[config.mk]
export PLATFORM = sky130hd
export DESIGN_NAME = irq_ctrl
export DESIGN_NICKNAME = d
export VERILOG_FILES = /design/src/rtl/irq_ctrl.sv
export SDC_FILE = /design/constraint.sdc
export NUM_CORES = 1
export LEC_CHECK = 0
export ABC_AREA = 0
export CAP_MARGIN = 10
export CORE_MARGIN = 2
export CORE_UTILIZATION = 35
export CTS_CLUSTER_SIZE = 12
export DETAILED_ROUTE_END_ITERATION = 6
export PLACE_DENSITY = 0.85
export SYNTH_ARGS = -nofsm -noshare
export SYNTH_HDL_FRONTEND = slang
export SYNTH_SLANG_ARGS = --single-unit
[constraint.sdc]
create_clock -name clk -period 1.6 [get_ports clk]
set_clock_uncertainty 0.15 [all_clocks]
set_input_delay 0.16 -clock clk [delete_from_list [all_inputs] [get_ports clk]]
set_output_delay 0.16 -clock clk [all_outputs]
set_load 0.03 [all_outputs]
[src/rtl/irq_ctrl.sv]
// irq_ctrl: memory-mapped interrupt controller on the picorv32 native bus.
// Latches rising edges of src into PENDING, masks them with ENABLE and
// drives registered lines into the core irq input.
//
// Ports:
//   clk        system clock
//   reset_n    asynchronous active-low reset
//   irqc_sel   bus select (mem_valid & decode hit), held until irqc_ready
//   addr       mem_addr[3:0], only [3:2] decoded
//   wstrb      byte-lane write enables, 0 means read
//   data_i     write data
//   irqc_ready one-cycle completion pulse
//   data_o     read data, valid while irqc_ready=1, 0 otherwise
//   src        NUM_SRC rising-edge sensitive event lines
//   irq_o      to cpu irq, bits IRQ_BASE +: NUM_SRC used, others 0
//
// Register map (addr[3:2]):
//   0 PENDING  read, write-1-to-clear
//   1 ENABLE   read/write
//   2 STATUS   read-only, PENDING & ENABLE
//   3 FORCE    write-1-to-set PENDING, reads 0
//
// Optional feature: define IRQC_SYNC_EN to pass every src bit through a
// 2-flop synchronizer ahead of the edge detector (for asynchronous sources).

module irq_ctrl #(
   parameter int unsigned NUM_SRC  = 8,
   parameter int unsigned IRQ_BASE = 3
) (
   input  logic               clk,
   input  logic               reset_n,
   input  logic               irqc_sel,
   input  logic [3:0]         addr,
   input  logic [3:0]         wstrb,
   input  logic [31:0]        data_i,
   output logic               irqc_ready,
   output logic [31:0]        data_o,
   input  logic [NUM_SRC-1:0] src,
   output logic [31:0]        irq_o
);

   localparam int unsigned NS = NUM_SRC;

   logic [NS-1:0] src_s;
   logic [NS-1:0] src_q;
   logic [NS-1:0] rise;

   logic [NS-1:0] pend_q;
   logic [NS-1:0] pend_d;
   logic [NS-1:0] en_q;
   logic [NS-1:0] en_d;
   logic [NS-1:0] irq_q;
   logic [NS-1:0] irq_d;

   logic          ready_q;
   logic          ready_d;
   logic [31:0]   data_q;
   logic [31:0]   data_d;

   logic          access;
   logic          wr;
   logic          rd;
   logic          sel_pend;
   logic          sel_en;
   logic          sel_stat;
   logic          sel_force;
   logic [31:0]   lane_m;
   logic [NS-1:0] wmask;
   logic [NS-1:0] wbits;

   // Address bits [1:0] and data bits above NUM_SRC are don't-care.
   logic unused_bits;
   assign unused_bits = ^{addr[1:0], data_i[31:NS]};

   // ------------------------------------------------------------
   // Source conditioning and edge detect
   // ------------------------------------------------------------
`ifdef IRQC_SYNC_EN
   logic [NS-1:0] sync1_q;
   logic [NS-1:0] sync2_q;

   always_ff @(posedge clk or negedge reset_n) begin
      if (!reset_n) begin
         sync1_q <= '0;
         sync2_q <= '0;
      end else begin
         sync1_q <= src;
         sync2_q <= sync1_q;
      end
   end

   assign src_s = sync2_q;
`else
   assign src_s = src;
`endif

   always_ff @(posedge clk or negedge reset_n) begin
      if (!reset_n) begin
         src_q <= '0;
      end else begin
         src_q <= src_s;
      end
   end

   // History resets to 0, so a line already high at release counts once.
   assign rise = src_s & ~src_q;

   // ------------------------------------------------------------
   // Bus decode
   // ------------------------------------------------------------
   // A new access is only accepted when the previous completion pulse
   // is not active, which also forms the single-cycle ready pulse.
   assign access    = irqc_sel & ~ready_q;
   assign wr        = access & (|wstrb);
   assign rd        = access & ~(|wstrb);

   assign sel_pend  = (addr[3:2] == 2'd0);
   assign sel_en    = (addr[3:2] == 2'd1);
   assign sel_stat  = (addr[3:2] == 2'd2);
   assign sel_force = (addr[3:2] == 2'd3);

   assign lane_m = {{8{wstrb[3]}}, {8{wstrb[2]}},
                    {8{wstrb[1]}}, {8{wstrb[0]}}};
   assign wmask  = lane_m[NS-1:0];
   assign wbits  = data_i[NS-1:0] & wmask;

   // ------------------------------------------------------------
   // Register next state
   // ------------------------------------------------------------
   always_comb begin
      pend_d = pend_q;
      en_d   = en_q;
      if (wr) begin
         unique case (1'b1)
            sel_pend:  pend_d = pend_q & ~wbits;
            sel_en:    en_d   = (en_q & ~wmask) | wbits;
            sel_stat:  pend_d = pend_q;
            sel_force: pend_d = pend_q | wbits;
         endcase
      end
      // Applied last so a same-cycle edge beats a W1C.
      pend_d = pend_d | rise;
   end

   always_comb begin
      data_d = '0;
      if (rd) begin
         unique case (1'b1)
            sel_pend:  data_d = 32'(pend_q);
            sel_en:    data_d = 32'(en_q);
            sel_stat:  data_d = 32'(pend_q & en_q);
            sel_force: data_d = '0;
         endcase
      end
   end

   assign ready_d = access;
   assign irq_d   = pend_q & en_q;

   always_ff @(posedge clk or negedge reset_n) begin
      if (!reset_n) begin
         pend_q  <= '0;
         en_q    <= '0;
         irq_q   <= '0;
         ready_q <= 1'b0;
         data_q  <= '0;
      end else begin
         pend_q  <= pend_d;
         en_q    <= en_d;
         irq_q   <= irq_d;
         ready_q <= ready_d;
         data_q  <= data_d;
      end
   end

   // ------------------------------------------------------------
   // Outputs
   // ------------------------------------------------------------
   assign irqc_ready = ready_q;
   assign data_o     = data_q;

   always_comb begin
      irq_o = '0;
      irq_o[IRQ_BASE +: NS] = irq_q;
   end

endmodule

; Word-level counts from Yosys, hierarchy flattened
; Cells that the tools add are included.
[word_totals]
reg_bits = 65
out_inout_bits = 65
wordCells = 33
[op_classes]
eq_ne = 3
mux = 4
n_bitwise = 17
reduce_logical = 3
[ops]
columns = operator, n
row1 = case mux 32 bit (4 select lines), 1
row2 = AND 8 bit, 6
row3 = 2-to-1 mux 32 bit, 1
row4 = inverter 8 bit, 3
row5 = OR 8 bit, 3
row6 = case mux 8 bit (2 select lines), 1
row7 = 2-to-1 mux 8 bit, 1
row8 = "== test 2 bit, second input constant", 2
row9 = OR reduction 4 bit, 1
row10 = AND 1 bit, 3
row11 = "== test 2 x 1 -> 1 bit, second input constant", 1
row12 = zero test 2 bit, 1
row13 = inverter 1 bit, 2
row14 = AND reduction 2 bit, 1

; Longest topological paths before layout
[depth]
ltp_word = 6
depth_mapped = 7
ltp_nobuf = 5

; Least setup slack after synthesis
; OpenSTA, ideal clock, no wires.
[synth_path]
kind = flip-flop to flip-flop
start = register ready_q (netlist: irqc_ready)
end = register pend_q[0]
setup_time_ns = 0.130
t_arrival_ns = 1.470
path_slack_ns = -0.150
stages_incl_launch_ff = 5
n_path_buf = 1
synth_period_minus_slack_ns = 1.750
path_cell_list = dfrtp_1 -> or4b_1 -> clkbuf_2 -> a211oi_1 -> o22ai_1
[synth_between]
elab_chain_len = 5
[synth_rtl]
columns = item, line_no
row1 = "start, declared", 55  ; logic ready_q;
row2 = "start signal, assigned", 171  ; ready_q <= ready_d;
row3 = inverter 1 bit, 113  ; assign access = irqc_sel & ~ready_q;
row4 = AND 1 bit, 113
row5 = AND 1 bit, 114  ; assign wr = access & (|wstrb);
row6 = 2-to-1 mux 8 bit, 133  ; if (wr) begin
row7 = OR 8 bit, 142  ; pend_d = pend_d | rise;
row8 = named net pend_d[0], 49  ; logic [NS-1:0] pend_d;
row9 = "end signal, assigned", 168  ; pend_q <= pend_d;
row10 = "end, declared", 48  ; logic [NS-1:0] pend_q;
; The timed path passes the listed nets, and every way through them passes these cells.
; A chain may end at the register's enable or synchronous reset.

; Final worst setup path
[layout_path]
start = register ready_q (netlist: irqc_ready)
end = register pend_q[4]
; Same word-level chain as after synthesis.

==> impl_metrics.yaml <==
critical_path:
  startpoint_type: "flip-flop"
  critPathKind: "flip-flop to flip-flop"
  arrival_ns: 1.62
  crit_required_ns: 1.64
  crit_path_end_kind: "flip-flop"
  critPathMaxFanout: 7
routing:
  drc: 0
  drt_iter0_drc: 74
  drt-total-wl_mm: 4.051
  viasPerCell: 4.396
  dr.pass1.iters: 4
  routedWlPerCell_um: 12.54
  vias: 1420
  ant_nets: 0
yosys:
  yosys_warnings: 0
  async_flop_share_pct: 100.0
  ys_seq_area_share_pct: 49.10
  synthFlopType: "dfrtp_1"
  synth_cell_types: 28
  syn_inst: 194
  netlist_area_mm2: 0.002090
  synth_edf_count: 0
  avgSynthCellArea_um2: 10.77
  ys_ff_latch: 41
placed_design:
  finalWeightedCongestion: 0.8641
  place_area_mm2: 0.002506
  post-dp-hpwl_mm: 2.998
  place_ws_ns: -0.6551
  io_buffers: 41
timing:
  worst_pin_slew_ns: 0.5509
  hold_viol: 0
  finalCritPeriodShare_pct: 98.82
  hold_ws_ns: 0.1435
  finalSetupViolations: 0
  fmax_mhz: 632.5
  worst_slack_ns: 0.01895
  relSlewSlack_pct: 63.20
  rsz0062_at_grt: "yes"
  fin_crit_ns: 1.581
  slew_violations: 0
  fin_setup_tns_ns: 0
cts:
  cts.path.max_buffers: 2
  cts_tree: "built"
  post-cts-setup-buffer-count: 0
  clock_sinks: 41
  cts-root-buf: "clkbuf_8"
  worstSkewPairLatency_ns: 0.31
  clk_pin_slew_worst_paths_ns: 0.08
  cts_made_buffers: 5
  h-tree-depth: 2
finish:
  fin_area_mm2: 0.002669
  syn_to_final_growth_pct: 27.72
  drive_gt1_share_pct: 19.76
  fin_nets: 302
  n_antenna_cell: 0
  fillCellCount: 516
power_and_ir_drop:
  worst_ir_drop_vdd_uv: 434.0
  power_density_mw_per_mm2: 1066
  p_leak_nw: 1.371
floorplan:
  die_h_um: 81.27
  dieArea_mm2: 0.006604
  core_area_mm2: 0.005851
  num_io_pins: 116
  start_util_pct: 35.71
  row_count: 28
  die_w_um: 81.27
global_route:
  grt_usage_pct: 13.20
  grt_max_degree: 27
  grt_pass1_vias: 1336
  grt_antenna_before_repair: 0
  grt_overflow: 0
  grt_pass1_wl_mm: 6.458
flow_run:
  drv_cap: 0
outcome:
  status: "complete, no violations"
worst_hold_path:
  hold_class: "input pin to async pin"
[layout by cell type (no fill, tap or decap), drive strengths merged, types with 4 or more instances in the layout]
cell type and n:
conb 48, dfrtp 41, clkdlybuf4s50 21, buf 13, dlygate4sd2 12, a21oi 10
nand2 10, inv 10, and2 9, mux2 8, a211oi 7, o22ai 7
a21o 7, a22oi 7, nor2 7, clkbuf 7, dlymetal6s2s 5, ha 4
[repair_timing]
| action | in CTS | in global routing |
|---|---|---|
| gates resized for setup | 29 | 7 |
| hold endpoints to repair | 41 | 0 |
| hold buffers | 1 | 0 |
| setup endpoints to repair | 29 | 14 |
| pin swaps | 5 | 3 |
[metrics by stage]
step           utilization, %  total power (W)  instances
3_5_place_dp            42.84         0.002012        315
3_3_place_gp            42.84         0.001982        315
6_report                45.62         0.002845        323
2_1_floorplan               -         0.001827        241
4_1_cts                 45.70         0.002871        324
5_1_grt                 45.62         0.002990        323
[per-layer routing]
| layer | up-vias | global-route usage [%] | wire [µm] |
|---|---|---|---|
| met5 | - | 0 | 0 |
| met3 | 8 | 4.667 | 317 |
| li1 | 665 | - | - |
| met4 | 0 | 6.441 | 106 |
| met2 | 65 | 23.36 | 2170 |
| met1 | 682 | 13.81 | 1456 |
[critical path, stage by stage (launching register included)]
cell,delay [ns]
dfrtp_2,0.41
or4b_4,0.58
a211oi_2,0.24
o22ai_1,0.09
[report_power, final]
part           switching [W]  internal, W  total (W)
logic               0.000444     0.000272   0.000716
clock network       0.000361     0.000507   0.000868
registers          0.0000833      0.00118    0.00126
[Yosys cell counts, drive strengths merged (4+ instances only)]
library cell,instances,area share [%]
a211oi,7,2.5
a21o,7,2.5
a21oi,10,2.4
a22oi,7,2.5
and2,9,2.7
buf,50,18
clkbuf,5,1.4
dfrtp,41,49
ha,4,2.4
inv,10,1.8
mux2,8,4.3
nand2,10,1.8
nor2,7,1.3
o22ai,7,2.1
[layout make-up]
type / instances / area (µm²) / area share [%]
Tap cell: 75 / 93.84 / 3.516
Timing Repair Buffer: 54 / 519.2 / 19.46
Sequential cell: 41 / 1027 / 38.49
Multi-Input combinational cell: 135 / 870.8 / 32.63
Inverter: 10 / 37.54 / 1.406
Clock inverter: 2 / 37.54 / 1.406
Clock buffer: 6 / 82.58 / 3.094
[final timing paths]
check                      cells after the start          to        from  slack (ns)
min reg2reg                                    1   pend_q[2]    src_q[2]        0.28
min in group clk                               1    src_q[5]      src[5]        0.17
max in group asynchronous                      3  irqc_ready     reset_n        0.69
min                                            2    irq_q[7]     reset_n        0.14
max                                            3   pend_q[4]  irqc_ready        0.02
max reg2reg                                    3   pend_q[4]  irqc_ready        0.02
[kinds of logic (layout without fill, tap and decap cells)]
logic type      count (synthesis)  after routing  synth area share [%]
flops                          41             41                 49.10
fa+ha+maj                       4              4                 2.395
other cells                     1             48                0.1795
simple gates                   34             34                 9.701
mux                             8              8                 4.312
buf+inv                        65             72                 21.20
compound gates                 41             41                 13.11
Note: power is estimated with default switching activity, not from simulation.
